===== src/rtl/alu_pkg.sv =====
// Shared opcode encodings and sequencer state type for the ALU command sequencer.
package alu_pkg;

  localparam logic [3:0] OP_LOAD = 4'h0;
  localparam logic [3:0] OP_ADD  = 4'h1;
  localparam logic [3:0] OP_SUB  = 4'h2;
  localparam logic [3:0] OP_INC  = 4'h3;
  localparam logic [3:0] OP_DEC  = 4'h4;
  localparam logic [3:0] OP_OR   = 4'h5;
  localparam logic [3:0] OP_AND  = 4'h6;
  localparam logic [3:0] OP_XOR  = 4'h7;
  localparam logic [3:0] OP_SHR  = 4'h8;
  localparam logic [3:0] OP_SHL  = 4'h9;
  localparam logic [3:0] OP_ONES = 4'hA;
  localparam logic [3:0] OP_TWOS = 4'hB;
  localparam logic [3:0] OP_CLR  = 4'hC;

  typedef enum logic [1:0] {
    IDLE,
    EXEC,
    RESP
  } seq_state_t;

  // Everything above CLR (D..F) is reserved and reported as an error.
  function automatic logic op_is_legal(input logic [3:0] op);
    return (op <= OP_CLR);
  endfunction

endpackage


===== src/rtl/alu_sequencer.sv =====
// Command sequencer in front of the 8-bit ALU: runs one op N times into an
// accumulator, performs shifts/load/clear locally, and returns acc and flags.
module alu_sequencer
  import alu_pkg::*;
#(
  parameter int COUNT_W = 4
) (
  input  logic               clk,
  input  logic               reset,
  input  logic               cmd_valid,
  output logic               cmd_ready,
  input  logic [3:0]         cmd_op,
  input  logic [7:0]         cmd_data,
  input  logic [COUNT_W-1:0] cmd_count,
  output logic [7:0]         alu_a,
  output logic [7:0]         alu_b,
  output logic [3:0]         alu_opcode,
  input  logic [7:0]         alu_result,
  input  logic               alu_zero_in,
  input  logic               alu_carry_in,
  output logic               rsp_valid,
  input  logic               rsp_ready,
  output logic [7:0]         rsp_acc,
  output logic               rsp_zero,
  output logic               rsp_carry,
  output logic               rsp_err
);

  seq_state_t         state_q, state_d;
  logic [7:0]         acc_q, acc_d;
  logic               zero_q, zero_d;
  logic               carry_q, carry_d;
  logic               err_q, err_d;
  logic [3:0]         op_q, op_d;
  logic [7:0]         data_q, data_d;
  logic [COUNT_W-1:0] rem_q, rem_d;

  always_ff @(posedge clk) begin
    if (reset) begin
      state_q <= IDLE;
      acc_q   <= '0;
      zero_q  <= 1'b0;
      carry_q <= 1'b0;
      err_q   <= 1'b0;
      op_q    <= '0;
      data_q  <= '0;
      rem_q   <= '0;
    end else begin
      state_q <= state_d;
      acc_q   <= acc_d;
      zero_q  <= zero_d;
      carry_q <= carry_d;
      err_q   <= err_d;
      op_q    <= op_d;
      data_q  <= data_d;
      rem_q   <= rem_d;
    end
  end

  always_comb begin
    state_d = state_q;
    acc_d   = acc_q;
    zero_d  = zero_q;
    carry_d = carry_q;
    err_d   = err_q;
    op_d    = op_q;
    data_d  = data_q;
    rem_d   = rem_q;
    unique case (state_q)
      IDLE: begin
        if (cmd_valid) begin
          if (op_is_legal(cmd_op)) begin
            op_d    = cmd_op;
            data_d  = cmd_data;
            err_d   = 1'b0;
            state_d = EXEC;
            // LOAD/CLR are idempotent, so they always take a single pass.
            if (cmd_op == OP_LOAD || cmd_op == OP_CLR || cmd_count == '0) begin
              rem_d = COUNT_W'(1);
            end else begin
              rem_d = cmd_count;
            end
          end else begin
            err_d   = 1'b1;
            state_d = RESP;
          end
        end
      end
      EXEC: begin
        unique case (op_q)
          OP_LOAD: begin
            acc_d   = data_q;
            carry_d = 1'b0;
            zero_d  = (data_q == 8'h00);
          end
          OP_CLR: begin
            acc_d   = 8'h00;
            carry_d = 1'b0;
            zero_d  = 1'b1;
          end
          OP_SHR: begin
            acc_d   = {1'b0, acc_q[7:1]};
            carry_d = acc_q[0];
            zero_d  = (acc_q[7:1] == 7'h00);
          end
          OP_SHL: begin
            acc_d   = {acc_q[6:0], 1'b0};
            carry_d = acc_q[7];
            zero_d  = (acc_q[6:0] == 7'h00);
          end
          default: begin
            acc_d   = alu_result;
            zero_d  = alu_zero_in;
            carry_d = alu_carry_in;
          end
        endcase
        rem_d = rem_q - COUNT_W'(1);
        if (rem_q == COUNT_W'(1)) begin
          state_d = RESP;
        end
      end
      RESP: begin
        if (rsp_ready) begin
          state_d = IDLE;
        end
      end
      default: state_d = IDLE;
    endcase
  end

  // ALU inputs are forced to zero outside EXEC so idle garbage never reaches it.
  assign alu_a      = (state_q == EXEC) ? acc_q  : 8'h00;
  assign alu_b      = (state_q == EXEC) ? data_q : 8'h00;
  assign alu_opcode = (state_q == EXEC) ? op_q   : 4'h0;

  assign cmd_ready = (state_q == IDLE) && !reset;
  assign rsp_valid = (state_q == RESP);
  assign rsp_acc   = acc_q;
  assign rsp_zero  = zero_q;
  assign rsp_carry = carry_q;
  assign rsp_err   = err_q;

endmodule


===== config.mk =====
export PLATFORM = sky130hd
export DESIGN_NAME = alu_sequencer
export DESIGN_NICKNAME = d
export VERILOG_FILES = /design/src/rtl/alu_pkg.sv /design/src/rtl/alu_sequencer.sv
export SDC_FILE = /design/constraint.sdc
export NUM_CORES = 1
export LEC_CHECK = 0
export BUFFER_PORTS_ARGS = -buffer_cell sky130_fd_sc_hd__buf_4
export CORE_MARGIN = 3
export CORE_UTILIZATION = 35
export CTS_CLUSTER_DIAMETER = 40
export DETAILED_ROUTE_END_ITERATION = 7
export PLACE_DENSITY = 0.7
export SLEW_MARGIN = 40
export SYNTH_ARGS = -nofsm -noshare
export SYNTH_HDL_FRONTEND = slang
export SYNTH_SLANG_ARGS = --single-unit

===== constraint.sdc =====
create_clock -name clk -period 1.3 [get_ports clk]
set_input_delay 0.13 -clock clk [delete_from_list [all_inputs] [get_ports clk]]
set_output_delay 0.13 -clock clk [all_outputs]
set_load 0.005 [all_outputs]

==> impl_metrics.yaml, run 1 <==
yosys:
  yosysWarnings: 0
  syn-cell-area_sq_um: 1690
  synth_nets: 243
  ys_types: 42
  avgSynthCellArea_sq_um: 8.03
  ys_seq_area_share_pct: 34.3
  synthCells: 211
  ys_ff_latch: 29
global_route:
  met3_usage_pct: 5.15
  grt_pass1_vias: 1812
  grt_pass1_wl_mm: 8.35
  antenna_found_initial: 0
  grt_max_degree: 34
  grt-ovfl-total: 0
  grt.busiest_layer: "met2"
  met1_usage_pct: 23.2
  grt_usage_pct: 19.1
  met2_usage_pct: 33.6
route:
  vias_per_cell: 5.32
  drt_iter0_markers: 117
  wl_mm: 5.70
  vias: 1943
  dr.pass1.iters: 4
  wire_per_inst_um: 15.6
  ant_nets: 0
  drc_errors: 0
power_and_ir_drop:
  ir_worst_vdd_uv: 411
  p_leak_nw: 1.28
  power.total_mw: 2.96
  powerDensity_nw_per_um2: 1030
timing:
  max_freq_mhz: 707
  setup_slack_ps: -114
  period_share_pct: 109
  final.min_clock_period_ps: 1410
  hold_viol_final: 0
  worst_slew_pin_slew_ps: 379
  rsz0062_at_grt: "yes"
  fin_worst_skew_ps: 7.03
  slew_headroom_pct: 74.3
  slew_viol_final: 0
  whs_ps: 71.4
  setup_violations: 27
floorplan:
  dieArea_sq_um: 5710
  row_count: 24
  core_area_sq_um: 4500
  die_x_um: 75.6
  start_util_pct: 37.6
  dieHeight_um: 75.6
  num_io_pins: 63
clock_tree:
  numCtsBuffers: 5
  root_buffer: "clkbuf_8"
  clk_pin_slew_worst_paths_ps: 70
  clockBufferDepth: 2
  clkLatencyLatePin_ps: 290
  cts_tree: "done"
  cts_hold_buf: 0
  clkSinkCount: 29
  htreeDepth: 2
final_layout:
  nFillCells: 383
  regArea_sq_um: 593
  finalInstanceArea_sq_um: 2860
  diodes: 0
  final_common_cell: "buf_4"
  final_cell_mix: "93 x buf_4, 25 x dfxtp_1, 20 x nand2_1"
  multi_input_area_sq_um: 1200
  drive_gt1_share_pct: 54.0
  fin_nets: 344
  synthToLayoutAreaGrowth_pct: 68.8
flow_run:
  drv_cap: 0
setup_path:
  cp_data_arrival_time_ps: 1280
  end_kind: "output port"
  r2r_slack_ps: -110
  cp.required_ps: 1170
  r2r_cells: 6
  critPathLaunchType: "flip-flop"
  setup.worst_path.class: "reg2out"
  crit_fanout: 6
worst_hold_path:
  hold_depth: 3
  hp-class: "in2reg"
placed_design:
  post_dp_cell_area_sq_um: 2430
  dp_slack_ps: -210
  io_buffers: 62
  dp_hpwl_mm: 3.96
  gp_congestion: 0.822
status:
  status: "complete, but fails checks"
  violations: "setup timing"
-- worst paths after layout --
| kind | end | start |
|---|---|---|
| setup / recovery | alu_b[6] | state_q[0]$_SDFFE_PP0P_ |
| hold reg to reg | rsp_err$_SDFFE_PP0P_ | rsp_err$_SDFFE_PP0P_ |
| setup reg to reg | rsp_acc[7]$_SDFFE_PP0P_ | op_q[0]$_SDFFE_PP0P_ |
| hold / removal | rsp_acc[0]$_SDFFE_PP0P_ | alu_result[0] |
-- cells in the mapped netlist --
cell / count / area, sq um
o31a_1: 1 / 8.76
a21oi_1: 23 / 115
a21oi_2: 2 / 17.5
buf_2: 3 / 15.0
nor2_1: 14 / 52.6
o21ai_0: 11 / 55.1
nor3b_1: 4 / 30.0
o31ai_1: 2 / 15.0
o21bai_1: 1 / 7.51
or3b_4: 1 / 11.3
mux2_1: 2 / 22.5
ha_1: 2 / 25.0
inv_1: 4 / 15.0
buf_6: 2 / 22.5
mux2_2: 4 / 45.0
o211ai_1: 3 / 22.5
a221oi_1: 6 / 52.6
nor2_4: 1 / 11.3
nor3_1: 5 / 25.0
nor4bb_1: 1 / 10.0
a21boi_0: 1 / 7.51
nor4_1: 3 / 18.8
nor3b_2: 1 / 12.5
nor4b_1: 1 / 8.76
and2_1: 19 / 119
nor3_2: 1 / 10.0
a21o_1: 1 / 7.51
nand2_1: 28 / 105
nand2b_1: 2 / 12.5
nand3_1: 3 / 15.0
nor2b_1: 4 / 25.0
o211a_1: 1 / 10.0
o221a_2: 2 / 22.5
o2111ai_1: 1 / 8.76
dfxtp_1: 29 / 581
a22o_1: 4 / 35.0
a32oi_1: 1 / 8.76
and3_1: 2 / 12.5
xnor2_1: 1 / 8.76
clkbuf_1: 9 / 33.8
a31oi_2: 1 / 12.5
mux2i_1: 4 / 40.0
-- critical path: stages, from the launching register on --
cell and delay [ps]:
dfxtp_4 370, nor2b_4 230, clkbuf_16 180, and2_4 130
buf_6 80
-- cell families after synthesis --
group / synth area share, %
buf+inv: 5.10
flops: 34.3
mux: 6.35
simple gates: 28.3
compound gates: 24.0
xor+xnor: 0.517
fa+ha+maj: 1.48
-- per-stage QoR --
| stage | cells | utilization, % | setup TNS [ps] |
|---|---|---|---|
| global placement | 344 | 54.0 | -1050 |
| global route | 365 | 63.5 | -3950 |
| CTS | 354 | 56.9 | -2070 |
| detailed placement | 344 | 54.0 | -1560 |
| finish | 365 | 63.5 | -2310 |
| floorplan | 211 | - | -63.8 |
-- area by class of cell --
cell class / instances / area share [%]
inverters: 4 / 0.525
multi-input cells: 165 / 42.1
repair buffers: 107 / 30.8
flip-flops and latches: 29 / 20.7
well taps: 52 / 2.27
clock buffers: 7 / 3.37
clock inverters: 1 / 0.175
-- registers in the layout (all words and copies together), names as in the netlist --
register / cells
data_q: 8
rsp_acc: 8
op_q: 4
rem_q: 4
state_q: 2
rsp_carry: 1
rsp_err: 1
rsp_zero: 1
-- layer usage --
layer | wire, um | share of wire [%]
met1 | 2350 | 41
met3 | 416 | 7.3
met5 | 0 | 0
met2 | 2840 | 50
met4 | 89 | 1.6
-- power by group --
part           internal, mW  switching [mW]  total [mW]  leakage [nW]
clock                 0.478           0.377       0.855        0.0542
combinational         0.561           0.469        1.03         0.985
sequential            0.975          0.0974        1.07         0.241
-- repair_timing --
| item | CTS | global route |
|---|---|---|
| cloned | 1 | 1 |
| gates resized for setup | 6 | 51 |
| pin swaps | 1 | 28 |
| setup endpoints to repair | 42 | 47 |
| setup buffers | 1 | 11 |
Power figures use the tool's default switching activity.
==> inputs of run 2 (changes only) <==
- CORE_UTILIZATION: 35 -> 44
- PLACE_DENSITY: 0.7 -> unset
- PLACE_DENSITY_LB_ADDON: unset -> 0.2
==> run 2 against run 1 <==
The run still ends with setup timing left. Clock skew down 0.60 ps. Setup slack worse by 73 ps. Final cell count fell by 2.2%. Cell area rose by 3.8%. Combinational power up 9.7%. Clock power increased by 13%. Total power rose by 7.6%. Routed wire length rose by 14%.
==> impl_metrics.yaml, run 2 (same netlist as run 1, synthesis figures left out) <==
final_layout:
  final_cell_mix: "77 x buf_4, 25 x nand2_1, 24 x buf_6"
  final_common_cell: "buf_4"
  utilization_pct: 84.3
  nFillCells: 196
  regArea_sq_um: 593
  final_cells: 357
  multi_input_area_sq_um: 1250
  synthToLayoutAreaGrowth_pct: 75.3
  drive_gt1_share_pct: 55.3
  diodes: 0
  fin_nets: 342
worst_hold_path:
  hold_start: "rsp_ready"
  hold_depth: 3
  hp-class: "in2reg"
  whs_endpoint: "state_q[1]$_SDFFE_PP0P_"
clock_tree:
  clkSinkCount: 29
  clkLatencyLatePin_ps: 280
  clk_pin_slew_worst_paths_ps: 60
  cts_tree: "done"
  numCtsBuffers: 5
  clockBufferDepth: 2
  htreeDepth: 2
  root_buffer: "clkbuf_8"
placed_design:
  dp_slack_ps: -186
  dp_hpwl_mm: 3.93
  dp.cells: 337
  gp_congestion: 0.881
  io_buffers: 62
global_route:
  grt-ovfl-total: 0
  grt_pass1_vias: 2022
  antenna_found_initial: 0
  grt_max_degree: 16
  grt_pass1_wl_mm: 9.46
  grt_usage_pct: 27.9
route:
  drc_errors: 0
  ant_nets: 0
  wl_mm: 6.49
  dr.pass1.iters: 4
  vias: 2072
  drt_iter0_markers: 139
  vias_per_cell: 5.80
  wire_per_inst_um: 18.2
floorplan:
  dieArea_sq_um: 4630
  die_x_um: 68.1
  row_count: 21
  num_io_pins: 63
  core_area_sq_um: 3520
  start_util_pct: 48.1
  dieHeight_um: 68.1
setup_path:
  r2r-end: "data_q[0]$_SDFFE_PP0P_"
  crit_fanout: 6
  cp_cell_sequence: "buf_4 > or3b_4 > nor2_4 > nand2_1 > a21oi_1"
  slowest_stage: "or3b_4"
  critPathLaunchType: "flip-flop"
  r2r_slack_ps: -190
  rr_startpoint: "state_q[0]$_SDFFE_PP0P_"
  cp_data_arrival_time_ps: 1700
  cp.required_ps: 1510
  r2r_cells: 5
  crit_family: "simple AND/OR/NAND/NOR gates"
  setup.worst_path.class: "reg2reg"
  cp_num_buf_inv: 1
  critPathMaxStageDelay_ps: 450
  end_kind: "flip-flop"
status:
  status: "complete, but fails checks"
  violations: "setup timing"
flow_run:
  drv_cap: 0
power_and_ir_drop:
  p_leak_nw: 1.33
  power.total_mw: 3.18
  powerDensity_nw_per_um2: 1070
  ir_worst_vdd_uv: 732
timing:
  setup_slack_ps: -187
  hold_viol_final: 0
  fin_worst_skew_ps: 6.43
  final.min_clock_period_ps: 1490
  period_share_pct: 114
  slew_headroom_pct: 74.3
  slew_viol_final: 0
  worst_slew_pin_slew_ps: 385
  rsz0062_at_grt: "yes"
  setup_violations: 46
  max_freq_mhz: 673
==> run 2: cell types whose count changed in the layout (fill, tap and decap cells not counted), sizes merged <==
cell,previous run,this run
buf,105,104
bufinv,0,1
clkbuf,9,8
clkinv,1,0
==> run 2: what timing repair did <==
item,in CTS,in global routing
resized for setup,50,36
gates cloned,2,1
setup buffers,6,3
pin swaps,18,20
hold buffers,0,0
endpoints found under the setup margin,43,49
==> run 2: stage by stage <==
step	cell area (sq um)	hold slack, ps	setup TNS (ps)
floorplan	1710	199	-63.8
global placement	2390	384	-957
detailed placement	2390	391	-1430
CTS	2770	95.3	-3540
global route	2970	85.9	-6740
finish	2970	95.6	-4230
==> run 2: per-layer routing <==
metal / routed length (um) / GRT usage (%) / vias up
met4: 208 / 15.6 / 0
met5: 0 / 0 / -
li1: - / - / 954
met3: 431 / 6.73 / 28
met1: 2490 / 31.0 / 983
met2: 3360 / 48.4 / 107
==> run 2: worst max-delay path by stage <==
stage	start	end	slack, ps	cells after the start
2_1_floorplan	op_q[0]$_SDFFE_PP0P_	rsp_acc[3]$_SDFFE_PP0P_	-20	5
3_3_place_gp	op_q[0]$_SDFFE_PP0P_	rsp_acc[4]$_SDFFE_PP0P_	-140	4
3_5_place_dp	op_q[0]$_SDFFE_PP0P_	rsp_acc[1]$_SDFFE_PP0P_	-190	4
4_1_cts	state_q[0]$_SDFFE_PP0P_	alu_opcode[2]	-150	4
5_1_grt	state_q[0]$_SDFFE_PP0P_	data_q[0]$_SDFFE_PP0P_	-230	5
6_report	state_q[0]$_SDFFE_PP0P_	data_q[0]$_SDFFE_PP0P_	-190	5
==> run 2: power breakdown <==
part / internal (mW) / switching (mW)
Clock: 0.624 / 0.341
Sequential: 0.979 / 0.114
Combinational: 0.616 / 0.511
==> run 2: worst reg2reg max path, cell delays in order (launching register included) <==
cell and delay (ps):
dfxtp_4 350, buf_4 150, or3b_4 450, nor2_4 210
nand2_1 110, a21oi_1 150
==> run 2: area by class of cell <==
class	instances	area share (%)
timing repair buffer	105	31.5
clock buffer	7	2.91
sequential	29	20.0
inverter	4	0.506
tap	46	1.94
clock inverter	1	1.01
multi-input combinational	165	42.1
==> inputs of run 3 (changes only) <==
- MAX_ROUTING_LAYER: unset -> met4
==> run 3 against run 2 <==
The flow still finishes with violations (setup timing). Core utilization up 2.1 points. Sequential power is essentially flat. Die area unchanged. Largest power group unchanged.
==> impl_metrics.yaml, run 3 (same netlist as run 1, synthesis figures left out) <==
status:
  status: "complete, but fails checks"
  violations: "setup timing"
final_layout:
  drive_gt1_share_pct: 58.5
  diodes: 0
  final_common_cell: "buf_4"
  nFillCells: 179
  synthToLayoutAreaGrowth_pct: 79.6
  final_cell_mix: "78 x buf_4, 24 x dfxtp_1, 23 x nand2_1, 23 x buf_6, 16 x a21oi_1"
  fin_nets: 344
  finalInstanceArea_sq_um: 3040
  final_cells: 359
global_route:
  grt_pass1_wl_mm: 9.47
  grt-ovfl-total: 0
  antenna_found_initial: 0
  grt_max_degree: 16
  grt_usage_pct: 28.7
  grt_pass1_vias: 2024
floorplan:
  dieArea_sq_um: 4630
  dieHeight_um: 68.1
  die_x_um: 68.1
  start_util_pct: 48.1
  row_count: 21
  num_io_pins: 63
  core_area_sq_um: 3520
setup_path:
  cp_cell_sequence: "nor2b_4 > buf_12 > clkbuf_16 > and2_1 > buf_4"
  r2r_slack_ps: -130
  slowest_stage: "dfxtp_4"
  end_kind: "output port"
  cp.required_ps: 1170
  cp_data_arrival_time_ps: 1330
  critPathLaunchType: "flip-flop"
  setup.worst_path.class: "reg2out"
  crit_fanout: 5
  critPathMaxStageDelay_ps: 350
power_and_ir_drop:
  powerDensity_nw_per_um2: 1060
  p_leak_nw: 1.35
  ir_worst_vdd_uv: 746
  power.total_mw: 3.23
worst_hold_path:
  hp-class: "in2reg"
timing:
  worst_slew_pin_slew_ps: 348
  rsz0062_at_grt: "yes"
  hold_viol_final: 0
  whs_ps: 93.5
  final.min_clock_period_ps: 1460
  setup_slack_ps: -159
  max_freq_mhz: 686
  slew_viol_final: 0
  finalSetupTns_ps: -4320
  period_share_pct: 112
  fin_worst_skew_ps: 6.39
  slew_headroom_pct: 76.7
  setup_violations: 44
clock_tree:
  numCtsBuffers: 5
  root_buffer: "clkbuf_8"
  cts_tree: "done"
  clk_pin_slew_worst_paths_ps: 60
  clockBufferDepth: 2
  clkLatencyLatePin_ps: 280
  cts_hold_buf: 0
  htreeDepth: 2
  clkSinkCount: 29
route:
  dr.pass1.iters: 4
  ant_nets: 0
  vias: 2081
  drc_errors: 0
  vias_per_cell: 5.80
  wl_mm: 6.50
  drt_iter0_markers: 141
  wire_per_inst_um: 18.1
placed_design:
  gp_congestion: 0.895
  dp_hpwl_mm: 3.93
  io_buffers: 62
  dp.cells: 337
  post_dp_cell_area_sq_um: 2390
flow_run:
  drv_cap: 0
## run 3: final timing paths
check / to / startpoint / cells past startpoint
max: alu_b[0] / state_q[0]$_SDFFE_PP0P_ / 5
min: state_q[1]$_SDFFE_PP0P_ / rsp_ready / 3
max reg2reg: data_q[2]$_SDFFE_PP0P_ / state_q[0]$_SDFFE_PP0P_ / 5
min reg2reg: rsp_err$_SDFFE_PP0P_ / rsp_err$_SDFFE_PP0P_ / 2
## run 3: worst max-delay path, delay by kind of cell, from the launching register on
| family | cells | cell delay [ps] |
|---|---|---|
| buffers and inverters | 3 | 410 |
| flip-flops | 1 | 350 |
| AND/OR/NAND/NOR | 2 | 280 |
## run 3: metal layers
metal  share of wire [%]  GRT usage [%]  up-vias
met2                  52           48.5      102
met4                 3.5           15.6        0
met5                   0              -        -
li1                    -              -      959
met3                 7.1           6.73       24
met1                  37           30.9      996
## run 3: what timing repair did
item                                    CTS  global route
pin swaps                                18            24
setup buffers                             6             5
endpoints found under the setup margin   43            49
gates cloned                              2             1
resized for setup                        50            49
## run 3: cell type report
cell class                 count  area (sq um)  share of cell area, %
clock buffer                   7          86.3                   2.84
clock inverter                 1          30.0                  0.987
inverter                       4          15.0                  0.493
multi-input combinational    165          1300                   42.6
sequential                    29           594                   19.5
tap                           46          57.6                   1.89
timing repair buffer         107           962                   31.6
## run 3: per-stage QoR
step                      setup slack, ps  utilization (%)
after global routing                 -198             86.4
final                                -159             86.4
after detailed placement             -186             67.9
after global placement               -144             67.9
after floorplan                     -21.0                -
after CTS                            -147             78.7
## run 3: where the power goes
| part | switching, mW | internal, mW |
|---|---|---|
| clock | 0.344 | 0.624 |
| sequential | 0.120 | 0.977 |
| combinational | 0.529 | 0.639 |
